**src/rtl/reg_uart_if.sv**
```systemverilog
// rtl/reg_uart_if.sv - register bus bundle between the core and reg_uart
//
// Signals:
//   register_index       12  hardware register index from the core
//   register_read         1  read strobe for register_index
//   register_write        1  write strobe for register_index
//   register_write_value 16  write data
//   register_read_value  16  registered read data, zero when not selected
// Modports: master (core side), slave (peripheral side).
interface reg_uart_if;
    logic [11:0] register_index;
    logic        register_read;
    logic        register_write;
    logic [15:0] register_write_value;
    logic [15:0] register_read_value;

    modport master (
        output register_index,
        output register_read,
        output register_write,
        output register_write_value,
        input  register_read_value
    );

    modport slave (
        input  register_index,
        input  register_read,
        input  register_write,
        input  register_write_value,
        output register_read_value
    );
endinterface

```
**src/rtl/reg_uart.sv**
```systemverilog
// rtl/reg_uart.sv - register-mapped 8N1 UART with 4-entry TX FIFO
//
// Parameters:
//   BASE_INDEX    register index of DATA; STATUS sits at BASE_INDEX+1
//   CLKS_PER_BIT  clk cycles per serial bit (minimum 4)
// Ports:
//   clk      sole clock, rising edge
//   reset_n  asynchronous active-low reset
//   bus      reg_uart_if.slave register bus
//   uart_tx  serial transmit line, idle high
//   uart_rx  serial receive line, asynchronous to clk
// Build option:
//   REG_UART_RX_EN  when defined, the receiver is built; otherwise uart_rx is
//                   ignored, DATA reads return 0 and RX status bits read 0.
// STATUS: bit0 tx_full, bit1 tx_idle, bit2 rx_valid, bit3 rx_overrun,
//         bit4 tx_overflow, bit5 rx_frame_err. Any STATUS write clears 3..5.
module reg_uart #(
    parameter logic [11:0] BASE_INDEX   = 12'h000,
    parameter logic [15:0] CLKS_PER_BIT = 16'd434
) (
    input  logic       clk,
    input  logic       reset_n,
    reg_uart_if.slave  bus,
    output logic       uart_tx,
    input  logic       uart_rx
);

    localparam logic [15:0] BIT_LAST = CLKS_PER_BIT - 16'd1;

    // ------------------------------------------------------------------
    // Register decode. A simultaneous write wins: the read is suppressed
    // entirely (no side effect, returns 0).
    // ------------------------------------------------------------------
    logic sel_data, sel_status;
    logic wr_data, wr_status, rd_data, rd_status;

    assign sel_data   = (bus.register_index == BASE_INDEX);
    assign sel_status = (bus.register_index == BASE_INDEX + 12'd1);
    assign wr_data    = bus.register_write && sel_data;
    assign wr_status  = bus.register_write && sel_status;
    assign rd_data    = bus.register_read && !bus.register_write && sel_data;
    assign rd_status  = bus.register_read && !bus.register_write && sel_status;

    // ------------------------------------------------------------------
    // TX FIFO: 3-bit pointers, occupancy is their modulo-8 difference.
    // ------------------------------------------------------------------
    typedef enum logic [1:0] {TX_IDLE, TX_START, TX_DATA, TX_STOP} tx_state_t;

    tx_state_t   tx_state;
    logic [15:0] tx_cnt;
    logic [2:0]  tx_bit;
    logic [7:0]  tx_shift;

    logic [7:0]  fifo_mem [4];
    logic [2:0]  wr_ptr, rd_ptr;
    logic [2:0]  fifo_count;
    logic        fifo_full, fifo_empty;
    logic        tx_pop, tx_push;
    logic        tx_idle, tx_overflow;

    assign fifo_count = wr_ptr - rd_ptr;
    assign fifo_full  = (fifo_count == 3'd4);
    assign fifo_empty = (fifo_count == 3'd0);

    // The shifter takes a byte either from IDLE or at the last cycle of a
    // stop bit, which is what makes back-to-back frames gap-free.
    assign tx_pop  = !fifo_empty &&
                     ((tx_state == TX_IDLE) ||
                      (tx_state == TX_STOP && tx_cnt == BIT_LAST));
    // A push into a full FIFO still fits when an entry leaves that cycle.
    assign tx_push = wr_data && (!fifo_full || tx_pop);
    assign tx_idle = fifo_empty && (tx_state == TX_IDLE);

    always_ff @(posedge clk) begin
        if (tx_push) begin
            fifo_mem[wr_ptr[1:0]] <= bus.register_write_value[7:0];
        end
    end

    always_ff @(posedge clk or negedge reset_n) begin
        if (!reset_n) begin
            wr_ptr <= 3'd0;
            rd_ptr <= 3'd0;
        end else begin
            if (tx_push) begin
                wr_ptr <= wr_ptr + 3'd1;
            end
            if (tx_pop) begin
                rd_ptr <= rd_ptr + 3'd1;
            end
        end
    end

    always_ff @(posedge clk or negedge reset_n) begin
        if (!reset_n) begin
            tx_overflow <= 1'b0;
        end else if (wr_data && fifo_full && !tx_pop) begin
            tx_overflow <= 1'b1;
        end else if (wr_status) begin
            tx_overflow <= 1'b0;
        end
    end

    // ------------------------------------------------------------------
    // TX state machine; uart_tx is registered so the line never glitches.
    // ------------------------------------------------------------------
    always_ff @(posedge clk or negedge reset_n) begin
        if (!reset_n) begin
            tx_state <= TX_IDLE;
            tx_cnt   <= 16'd0;
            tx_bit   <= 3'd0;
            tx_shift <= 8'h00;
            uart_tx  <= 1'b1;
        end else begin
            case (tx_state)
                TX_IDLE: begin
                    if (tx_pop) begin
                        tx_shift <= fifo_mem[rd_ptr[1:0]];
                        uart_tx  <= 1'b0;
                        tx_cnt   <= 16'd0;
                        tx_state <= TX_START;
                    end
                end
                TX_START: begin
                    if (tx_cnt == BIT_LAST) begin
                        uart_tx  <= tx_shift[0];
                        tx_shift <= tx_shift >> 1;
                        tx_bit   <= 3'd0;
                        tx_cnt   <= 16'd0;
                        tx_state <= TX_DATA;
                    end else begin
                        tx_cnt <= tx_cnt + 16'd1;
                    end
                end
                TX_DATA: begin
                    if (tx_cnt == BIT_LAST) begin
                        tx_cnt <= 16'd0;
                        if (tx_bit == 3'd7) begin
                            uart_tx  <= 1'b1;
                            tx_state <= TX_STOP;
                        end else begin
                            uart_tx  <= tx_shift[0];
                            tx_shift <= tx_shift >> 1;
                            tx_bit   <= tx_bit + 3'd1;
                        end
                    end else begin
                        tx_cnt <= tx_cnt + 16'd1;
                    end
                end
                TX_STOP: begin
                    if (tx_cnt == BIT_LAST) begin
                        tx_cnt <= 16'd0;
                        if (tx_pop) begin
                            tx_shift <= fifo_mem[rd_ptr[1:0]];
                            uart_tx  <= 1'b0;
                            tx_state <= TX_START;
                        end else begin
                            tx_state <= TX_IDLE;
                        end
                    end else begin
                        tx_cnt <= tx_cnt + 16'd1;
                    end
                end
                default: begin
                    uart_tx  <= 1'b1;
                    tx_state <= TX_IDLE;
                end
            endcase
        end
    end

    // ------------------------------------------------------------------
    // Receiver
    // ------------------------------------------------------------------
    logic [7:0] rx_data;
    logic       rx_valid, rx_overrun, rx_frame_err;

`ifdef REG_UART_RX_EN
    localparam logic [15:0] HALF_LAST = (CLKS_PER_BIT >> 1) - 16'd1;

    typedef enum logic [1:0] {RX_IDLE, RX_START, RX_DATA, RX_STOP} rx_state_t;

    rx_state_t   rx_state;
    logic [15:0] rx_cnt;
    logic [2:0]  rx_bit;
    logic [7:0]  rx_shift;
    logic        rx_meta, rx_sync, rx_prev;

    // Two-flop synchronizer plus one history flop for edge detection.
    always_ff @(posedge clk or negedge reset_n) begin
        if (!reset_n) begin
            rx_meta <= 1'b1;
            rx_sync <= 1'b1;
            rx_prev <= 1'b1;
        end else begin
            rx_meta <= uart_rx;
            rx_sync <= rx_meta;
            rx_prev <= rx_sync;
        end
    end

    // Later assignments override earlier ones: a completing byte beats the
    // read-clear of rx_valid, and new error events beat a STATUS-write clear.
    always_ff @(posedge clk or negedge reset_n) begin
        if (!reset_n) begin
            rx_state     <= RX_IDLE;
            rx_cnt       <= 16'd0;
            rx_bit       <= 3'd0;
            rx_shift     <= 8'h00;
            rx_data      <= 8'h00;
            rx_valid     <= 1'b0;
            rx_overrun   <= 1'b0;
            rx_frame_err <= 1'b0;
        end else begin
            if (rd_data) begin
                rx_valid <= 1'b0;
            end
            if (wr_status) begin
                rx_overrun   <= 1'b0;
                rx_frame_err <= 1'b0;
            end
            case (rx_state)
                RX_IDLE: begin
                    if (rx_prev && !rx_sync) begin
                        rx_cnt   <= 16'd0;
                        rx_state <= RX_START;
                    end
                end
                RX_START: begin
                    // Half a bit in: a line back high was only a glitch.
                    if (rx_cnt == HALF_LAST) begin
                        rx_cnt   <= 16'd0;
                        rx_bit   <= 3'd0;
                        rx_state <= rx_sync ? RX_IDLE : RX_DATA;
                    end else begin
                        rx_cnt <= rx_cnt + 16'd1;
                    end
                end
                RX_DATA: begin
                    if (rx_cnt == BIT_LAST) begin
                        rx_cnt   <= 16'd0;
                        rx_shift <= {rx_sync, rx_shift[7:1]};
                        if (rx_bit == 3'd7) begin
                            rx_state <= RX_STOP;
                        end else begin
                            rx_bit <= rx_bit + 3'd1;
                        end
                    end else begin
                        rx_cnt <= rx_cnt + 16'd1;
                    end
                end
                RX_STOP: begin
                    if (rx_cnt == BIT_LAST) begin
                        rx_cnt   <= 16'd0;
                        rx_state <= RX_IDLE;
                        if (!rx_sync) begin
                            rx_frame_err <= 1'b1;
                        end else if (!rx_valid || rd_data) begin
                            rx_data  <= rx_shift;
                            rx_valid <= 1'b1;
                        end else begin
                            rx_overrun <= 1'b1;
                        end
                    end else begin
                        rx_cnt <= rx_cnt + 16'd1;
                    end
                end
                default: begin
                    rx_state <= RX_IDLE;
                end
            endcase
        end
    end
`else
    assign rx_data      = 8'h00;
    assign rx_valid     = 1'b0;
    assign rx_overrun   = 1'b0;
    assign rx_frame_err = 1'b0;
`endif

    // Inputs that carry no information for this block.
    logic unused_inputs;
    assign unused_inputs = ^{bus.register_write_value[15:8], uart_rx};

    // ------------------------------------------------------------------
    // Read data: one-cycle registered pulse, zero otherwise so several
    // peripherals can be ORed onto one return bus.
    // ------------------------------------------------------------------
    logic [15:0] status_word;
    assign status_word = {10'h000, rx_frame_err, tx_overflow, rx_overrun,
                          rx_valid, tx_idle, fifo_full};

    always_ff @(posedge clk or negedge reset_n) begin
        if (!reset_n) begin
            bus.register_read_value <= 16'h0000;
        end else if (rd_data) begin
            bus.register_read_value <= {8'h00, rx_data};
        end else if (rd_status) begin
            bus.register_read_value <= status_word;
        end else begin
            bus.register_read_value <= 16'h0000;
        end
    end

endmodule

```
**src/flat_wrapper.sv**
```systemverilog
// flat-port wrapper written by rule: the top's interface ports become plain ports
module reg_uart_flat 
#(
    parameter logic [11:0] BASE_INDEX   = 12'h000,
    parameter logic [15:0] CLKS_PER_BIT = 16'd434
)
  (clk, reset_n, uart_tx, uart_rx, bus_register_index, bus_register_read, bus_register_write, bus_register_write_value, bus_register_read_value);
  reg_uart_if bus_i ();
  input  logic clk;
  input  logic reset_n;
  output logic uart_tx;
  input  logic uart_rx;
  input wire logic [$bits(bus_i.register_index)-1:0] bus_register_index;
  input wire logic [$bits(bus_i.register_read)-1:0] bus_register_read;
  input wire logic [$bits(bus_i.register_write)-1:0] bus_register_write;
  input wire logic [$bits(bus_i.register_write_value)-1:0] bus_register_write_value;
  output wire logic [$bits(bus_i.register_read_value)-1:0] bus_register_read_value;
  assign bus_i.register_index = bus_register_index;
  assign bus_i.register_read = bus_register_read;
  assign bus_i.register_write = bus_register_write;
  assign bus_i.register_write_value = bus_register_write_value;
  assign bus_register_read_value = bus_i.register_read_value;
  reg_uart #(.BASE_INDEX(BASE_INDEX), .CLKS_PER_BIT(CLKS_PER_BIT)) u_core (.clk(clk), .reset_n(reset_n), .bus(bus_i), .uart_tx(uart_tx), .uart_rx(uart_rx));
endmodule
```
**config.mk**
```make
export PLATFORM = sky130hd
export DESIGN_NAME = reg_uart_flat
export DESIGN_NICKNAME = d
export VERILOG_FILES = /design/src/rtl/reg_uart_if.sv /design/src/rtl/reg_uart.sv /design/src/flat_wrapper.sv
export SDC_FILE = /design/constraint.sdc
export NUM_CORES = 1
export LEC_CHECK = 0
export ABC_AREA = 1
export CAP_MARGIN = 20
export CORE_ASPECT_RATIO = 0.5
export CORE_UTILIZATION = 55
export CTS_BUF_LIST = sky130_fd_sc_hd__clkbuf_16
export CTS_CLUSTER_DIAMETER = 120
export DETAILED_ROUTE_END_ITERATION = 8
export HOLD_SLACK_MARGIN = 0.03
export PLACE_DENSITY = 0.92
export SETUP_SLACK_MARGIN = 0.15
export SYNTH_ARGS = -nofsm -noshare
export SYNTH_HDL_FRONTEND = slang
export SYNTH_SLANG_ARGS = --single-unit
```
**constraint.sdc**
```tcl
create_clock -name clk -period 3.65 [get_ports clk]
set_clock_uncertainty 0.1 [all_clocks]
set_input_delay 0.9125 -clock clk [delete_from_list [all_inputs] [get_ports clk]]
set_output_delay 0.9125 -clock clk [all_outputs]
set_load 0.01 [all_outputs]
```
After elaboration in Yosys (flattened, before gate mapping)
Memories as Yosys holds them, arrays and structs flattened. Cells that the tools add are included.

Add/sub/neg operators: 5. Multipliers: 0. Div/mod/pow operators: 0. $lt $le $gt $ge: 0. Equal/unequal tests: 13. Shifts and indexed selects: 0. Mux-type cells: 32. Bitwise operators: 0. Reductions and logical operators: 27.

Operators with widths (number): $mux 16 (3); $mux 8 (5); $pmux 16 s2 (1); $pmux 8 s4 (1); $add 16x1->16 const B (1); $eq 16x9->1 const B (1); $eq 12x1->1 const B (1); $logic_not 12->1 (1); $logic_and 1x1->1 (11); $mux 1 (10); $mux 2 (5); $add 3x1->3 const B (3); $mux 3 (3); $ne 2x1->1 const B (4); $pmux 2 s4 (1); $reduce_and 4->1 (2); $eq 3x3->1 const B (2); $pmux 3 s2 (1); $mux 5 (1); $reduce_and 5->1 (1); $eq 2x2->1 const B (2); $logic_not 1->1 (4); $ne 2x2->1 const B (2); $pmux 1 s4 (1); other kinds (8) (10).

Register bits: 53. Latch bits: 0. RAM bits: 32. Bits in read-only memories: 0. Logic and storage cells: 87. Memories: 1.

Memories: u_core.fifo_mem (words 4, bits a word 8, read ports 1, clocked after memory_dff 0, write ports 1, line reg_uart.sv:54) `logic [7:0] fifo_mem [4];`.

Logic depth before layout (Yosys ltp)
Word-level depth: 8. Gate-level depth with buffers: 13. Mapped depth without buffers: 13.

Worst setup path after synthesis
OpenSTA, ideal clock, no wires.

Path type: reg-to-reg. From: register u_core.rd_ptr[1]. To: memory u_core.fifo_mem[0][0] (enable). Arrival time: 2107 ps. Setup slack: 1073 ps. Cell stages (with the launch flop): 13. Clock period less this slack: 2577 ps. Cell sequence: dfrtp_1 -> buf_2 -> clkinv_1 -> ha_1 -> nand2_1 -> nand2_1 -> inv_1 -> nand2_1 -> nand3_1 -> nand3_4 -> nand2_4 -> nand2_4 -> nor2_1.

Word-level cells in the longest chain between the ends: 8. Elaborated cells between the ends (all ways): 10. Classes of those cells: add/sub: 1; eq/ne: 1; mux: 2; reduce/logical: 6.

RTL lines: start: declaration (line reg_uart.sv:55) `logic [2:0] wr_ptr, rd_ptr;`; start signal: assignment (line reg_uart.sv:89) `rd_ptr <= rd_ptr + 3'd1;`; $sub 3x3->3 * (line reg_uart.sv:61) `assign fifo_count = wr_ptr - rd_ptr;`; $logic_not 3->1 (line reg_uart.sv:63) `assign fifo_empty = (fifo_count == 3'd0);`; $logic_not 1->1 (line reg_uart.sv:67) `assign tx_pop = !fifo_empty &&`; $logic_and 1x1->1 (line reg_uart.sv:67); $logic_or 1x1->1 * (line reg_uart.sv:71) `assign tx_push = wr_data && (!fifo_full || tx_pop);`; $logic_and 1x1->1 * (line reg_uart.sv:71); $mux 1 * (line reg_uart.sv:75) `if (tx_push) begin`; $mux 1 (not written as such) * (line reg_uart.sv:76) `fifo_mem[wr_ptr[1:0]] <= bus.register_write_value[7:0];`; end: declaration (line reg_uart.sv:54).

Every way passes the cells marked *; elsewhere a longest branch is shown, timed or not.

Final worst setup path
From: register u_core.rd_ptr[1]. To: memory u_core.fifo_mem[3][7] (enable).

Same word-level chain as after synthesis.

==> results.py <==
metrics = {
    "outcome": {
        "outcome": "complete, no violations",
    },
    "synth": {
        "syn-cell-area_um2": 3750,
        "synth_cell_type_count": 34,
        "syn_area_per_cell_um2": 8.97,
        "synth_largest_type_area_fraction_pct": 26.0,
        "synthesis.yosys.warnings": 0,
        "seq_area_frac_synth_pct": 52.3,
        "synth_top_area_cell": "sky130_fd_sc_hd__dfrtp_1",
        "netlist_instances": 418,
        "ys_seq_elements": 72,
        "synth_top_cells_by_area": "sky130_fd_sc_hd__dfrtp_1 26%, sky130_fd_sc_hd__edfxtp_1 26%, sky130_fd_sc_hd__nand2_1 12%",
    },
    "clocking": {
        "clock-root-buffer": "sky130_fd_sc_hd__clkbuf_16",
        "clock_insertion_delay_worst_skew_ps": 330,
        "cts_max_path_buffers": 2,
        "htree_levels": 3,
        "cts_hold_bufs": 0,
        "post-cts-setup-buffer-count": 0,
        "cts_tree": "built",
        "post_cts_resized": 0,
        "cts_made_buffers": 9,
        "clock-sinks": 72,
        "clkSlewWorstSetupHoldPaths_ps": 60,
    },
    "die": {
        "die_w_um": 119,
        "io-pin-count": 50,
        "std_cell_rows": 20,
        "initial_utilization_pct": 59.2,
        "vert_die_dim_um": 60.4,
        "die_area_um2": 7170,
        "core_um2": 6330,
    },
    "placed_design": {
        "hpwl_um": 5140,
        "place_congestion": 0.829,
        "numPortBuffers": 27,
        "post_dp_cell_area_um2": 4070,
    },
    "detailed_routing": {
        "route.detailed.wl_per_inst_um": 14.8,
        "detail_route.drc_violations": 0,
        "drt-vias-per-instance": 5.48,
        "routed_wl_um": 8030,
        "detail-route-antenna-nets": 0,
        "dr.pass1.iters": 5,
        "first_iter_violations": 176,
        "detailroute.via_count": 2980,
    },
    "worst_setup_path": {
        "timing.critical_path.mode_cell": "sky130_fd_sc_hd__nand2_1",
        "criticalPathCategory": "flop to flop",
        "worst_path_max_delay_cell": "sky130_fd_sc_hd__dfrtp_1",
        "reg2reg_depth": 12,
        "largest_fanout_of_any_net_on_the_critical_path": 11,
        "critical-path-max-stage-delay_ps": 610,
        "worstReg2RegEnd": "u_core.fifo_mem[3][7]",
        "critical_path_buf_inv_count": 3,
        "cpLargestDelayFamily": "simple AND/OR/NAND/NOR gates",
        "arrival_ps": 2960,
        "timing.critical_path.required_ps": 3590,
        "timing.critical_path.to_type": "flop",
        "startpoint_type_of_the_worst_setup_path": "flop",
        "critical_path.cell_chain": "clkinv_1 -> ha_1 -> nand2_1 -> nand2_1 -> inv_1 -> nand2_1 -> nand3_1 -> nand3_4 -> nand2_4 -> nand2_4 -> nor2_1 -> buf_4",
        "reg2reg_from": "u_core.rd_ptr[1]",
        "reg2reg_slack_ps": 630,
    },
    "pwr": {
        "power.density_cell_area_nw_per_um2": 703,
        "p_switching_mw": 1.24,
        "clock_power_share_pct": 26.8,
        "peakVddDrop_v": 0.000432,
        "power_report.internal_total_mw": 1.82,
        "power.share.combinational_pct": 37.5,
        "cellLeakagePower_nw": 1.91,
        "swShare_pct": 40.6,
        "power_frac_seq_pct": 35.7,
    },
    "sta": {
        "setup_viol": 0,
        "timing.final.hold_violations": 0,
        "achievable-frequency_ghz": 0.331,
        "grt_setup_unrepaired": "no",
        "period_share_pct": 82.8,
        "timing_max_transition_violations_final": 0,
        "tightest_slew_ps": 885,
        "post-route-min-period_ps": 3020,
        "setup-tns-final_ps": 0,
        "slew_headroom_pct": 41.0,
    },
    "grt": {
        "grt_antenna_before_repair": 0,
        "groute.usage.overall_pct": 24.1,
        "via_count_of_the_first_global_routing_pass": 2802,
        "grt_overflow": 0,
        "grt_start_max_net_pins": 41,
        "grt_pass1_wl_um": 13000,
    },
    "final_layout": {
        "areaGrowthSynthToFinish_pct": 15.9,
        "stdcell_area_um2": 4350,
        "final_net_count": 500,
        "drive_gt1_share_pct": 7.46,
        "num_antenna_cells": 0,
        "final_core_utilization_pct": 68.7,
    },
    "job": {
        "max-cap-violations": 0,
    },
    "worst_hold_path": {
        "min_to": "u_core.uart_tx",
        "worstHoldPathCells": 2,
        "hold_path_class": "flop to flop",
        "min_from": "u_core.uart_tx",
    },
}
## cells in the final DEF (no fill, tap or decap), types with 3 or more instances in the layout
master / count
sky130_fd_sc_hd__nand2_1: 121
sky130_fd_sc_hd__dfrtp_1: 39
sky130_fd_sc_hd__inv_1: 36
sky130_fd_sc_hd__nand3_1: 34
sky130_fd_sc_hd__edfxtp_1: 32
sky130_fd_sc_hd__nor2_1: 28
sky130_fd_sc_hd__clkdlybuf4s50_1: 26
sky130_fd_sc_hd__nand4_1: 19
sky130_fd_sc_hd__o21ai_0: 18
sky130_fd_sc_hd__ha_1: 16
sky130_fd_sc_hd__conb_1: 13
sky130_fd_sc_hd__clkbuf_16: 9
sky130_fd_sc_hd__o22ai_1: 6
sky130_fd_sc_hd__xor2_1: 6
sky130_fd_sc_hd__nor3_1: 5
sky130_fd_sc_hd__clkinv_1: 5
sky130_fd_sc_hd__buf_4: 5
sky130_fd_sc_hd__a21oi_1: 4
sky130_fd_sc_hd__nand2_4: 3
sky130_fd_sc_hd__o21ai_1: 3
sky130_fd_sc_hd__inv_6: 3
## area by class of cell
type / instances / area [um2]
Clock inverter: 7 / 53.8
Sequential cell: 72 / 1960
Timing Repair Buffer: 32 / 303
Multi-Input combinational cell: 296 / 1540
Fill cell: 459 / 1980
Clock buffer: 9 / 225
Inverter: 40 / 150
Tap cell: 88 / 110
## through the flow
| step | worst slack, ps | hold slack [ps] | std cells | power, mW |
|---|---|---|---|---|
| 4_1_cts | 661 | 375 | 544 | 3.05 |
| 3_3_place_gp | 741 | 355 | 528 | 2.13 |
| 5_1_grt | 372 | 394 | 544 | 3.25 |
| 3_5_place_dp | 668 | 366 | 528 | 2.19 |
| 6_report | 628 | 376 | 544 | 3.06 |
| 2_1_floorplan | 1070 | 342 | 430 | 1.94 |
## worst min-delay path, stage by stage, from the launching register on
cell and delay [ps]:
sky130_fd_sc_hd__dfstp_2 370, sky130_fd_sc_hd__nand2_1 50, sky130_fd_sc_hd__o21ai_1 50
## worst max-delay path by stage
stage                                 startpoint                    end  slack (ps)  cells past startpoint
final                           u_core.rd_ptr[1]  u_core.fifo_mem[3][7]         630                     12
after global placement    bus_register_index[11]  u_core.fifo_mem[1][6]         740                      9
after CTS                       u_core.rd_ptr[1]  u_core.fifo_mem[3][7]         660                     12
after floorplan                 u_core.rd_ptr[1]  u_core.fifo_mem[0][0]        1070                     12
after global routing            u_core.rd_ptr[1]     u_core.tx_state[0]         370                     12
after detailed placement   bus_register_index[7]  u_core.fifo_mem[2][2]         670                      9
## synthesized netlist by cell type
| cell | n |
|---|---|
| sky130_fd_sc_hd__nand2_1 | 121 |
| sky130_fd_sc_hd__dfrtp_1 | 39 |
| sky130_fd_sc_hd__inv_1 | 36 |
| sky130_fd_sc_hd__nand3_1 | 34 |
| sky130_fd_sc_hd__edfxtp_1 | 32 |
| sky130_fd_sc_hd__nor2_1 | 28 |
| sky130_fd_sc_hd__nand4_1 | 19 |
| sky130_fd_sc_hd__o21ai_0 | 18 |
| sky130_fd_sc_hd__ha_1 | 16 |
| sky130_fd_sc_hd__buf_4 | 14 |
| sky130_fd_sc_hd__o22ai_1 | 6 |
| sky130_fd_sc_hd__xor2_1 | 6 |
| sky130_fd_sc_hd__nor3_1 | 5 |
| sky130_fd_sc_hd__a21oi_1 | 4 |
| sky130_fd_sc_hd__buf_2 | 4 |
| sky130_fd_sc_hd__clkbuf_1 | 4 |
| sky130_fd_sc_hd__clkinv_1 | 4 |
| sky130_fd_sc_hd__nand2_4 | 3 |
| sky130_fd_sc_hd__o21ai_1 | 3 |
| sky130_fd_sc_hd__a31oi_1 | 2 |
| sky130_fd_sc_hd__nand2_2 | 2 |
| sky130_fd_sc_hd__nand3_4 | 2 |
| sky130_fd_sc_hd__nand3b_1 | 2 |
| sky130_fd_sc_hd__nor2_2 | 2 |
| sky130_fd_sc_hd__or2_2 | 2 |
| sky130_fd_sc_hd__xnor2_1 | 2 |
| sky130_fd_sc_hd__a211oi_1 | 1 |
| sky130_fd_sc_hd__and2_1 | 1 |
| sky130_fd_sc_hd__conb_1 | 1 |
| sky130_fd_sc_hd__dfstp_2 | 1 |
| sky130_fd_sc_hd__nand2_8 | 1 |
| sky130_fd_sc_hd__nor4_1 | 1 |
| sky130_fd_sc_hd__o21a_1 | 1 |
| sky130_fd_sc_hd__or2_0 | 1 |
## metal layers
metal	track usage (%)	up-vias	wire (um)	share of wire, %
met2	45.6	104	4090	51
met1	27.6	1419	3480	43
li1	-	1440	-	-
met4	9.40	0	117	1.5
met3	5.64	17	340	4.2
met5	0	-	0	0
## sequential cells by signal, summed over array words and instances, names as in the netlist
| signal | count |
|---|---|
| u_core.fifo_mem | 32 |
| u_core.tx_cnt | 16 |
| u_core.tx_shift | 8 |
| u_core.bus.register_read_value | 3 |
| u_core.rd_ptr | 3 |
| u_core.tx_bit | 3 |
| u_core.wr_ptr | 3 |
| u_core.tx_state | 2 |
| u_core.tx_overflow | 1 |
| u_core.uart_tx | 1 |
## kinds of logic after synthesis
family	Yosys count	synth area share, %
other cells	1	0.100
fa+ha+maj	16	5.34
flops	72	52.3
xor+xnor	8	1.87
buf+inv	62	7.74
compound gates	35	5.07
simple gates	224	27.6
## power groups by stage
stage               sequential (mW)  combinational [mW]  clock [mW]
global placement               1.09                1.04           0
floorplan                      1.04               0.900           0
detailed placement             1.10                1.09           0
global route                   1.10                1.29       0.861
finish                         1.09                1.15       0.819
CTS                            1.08                1.14       0.828
No activity file was read; power rests on OpenSTA's default activity.
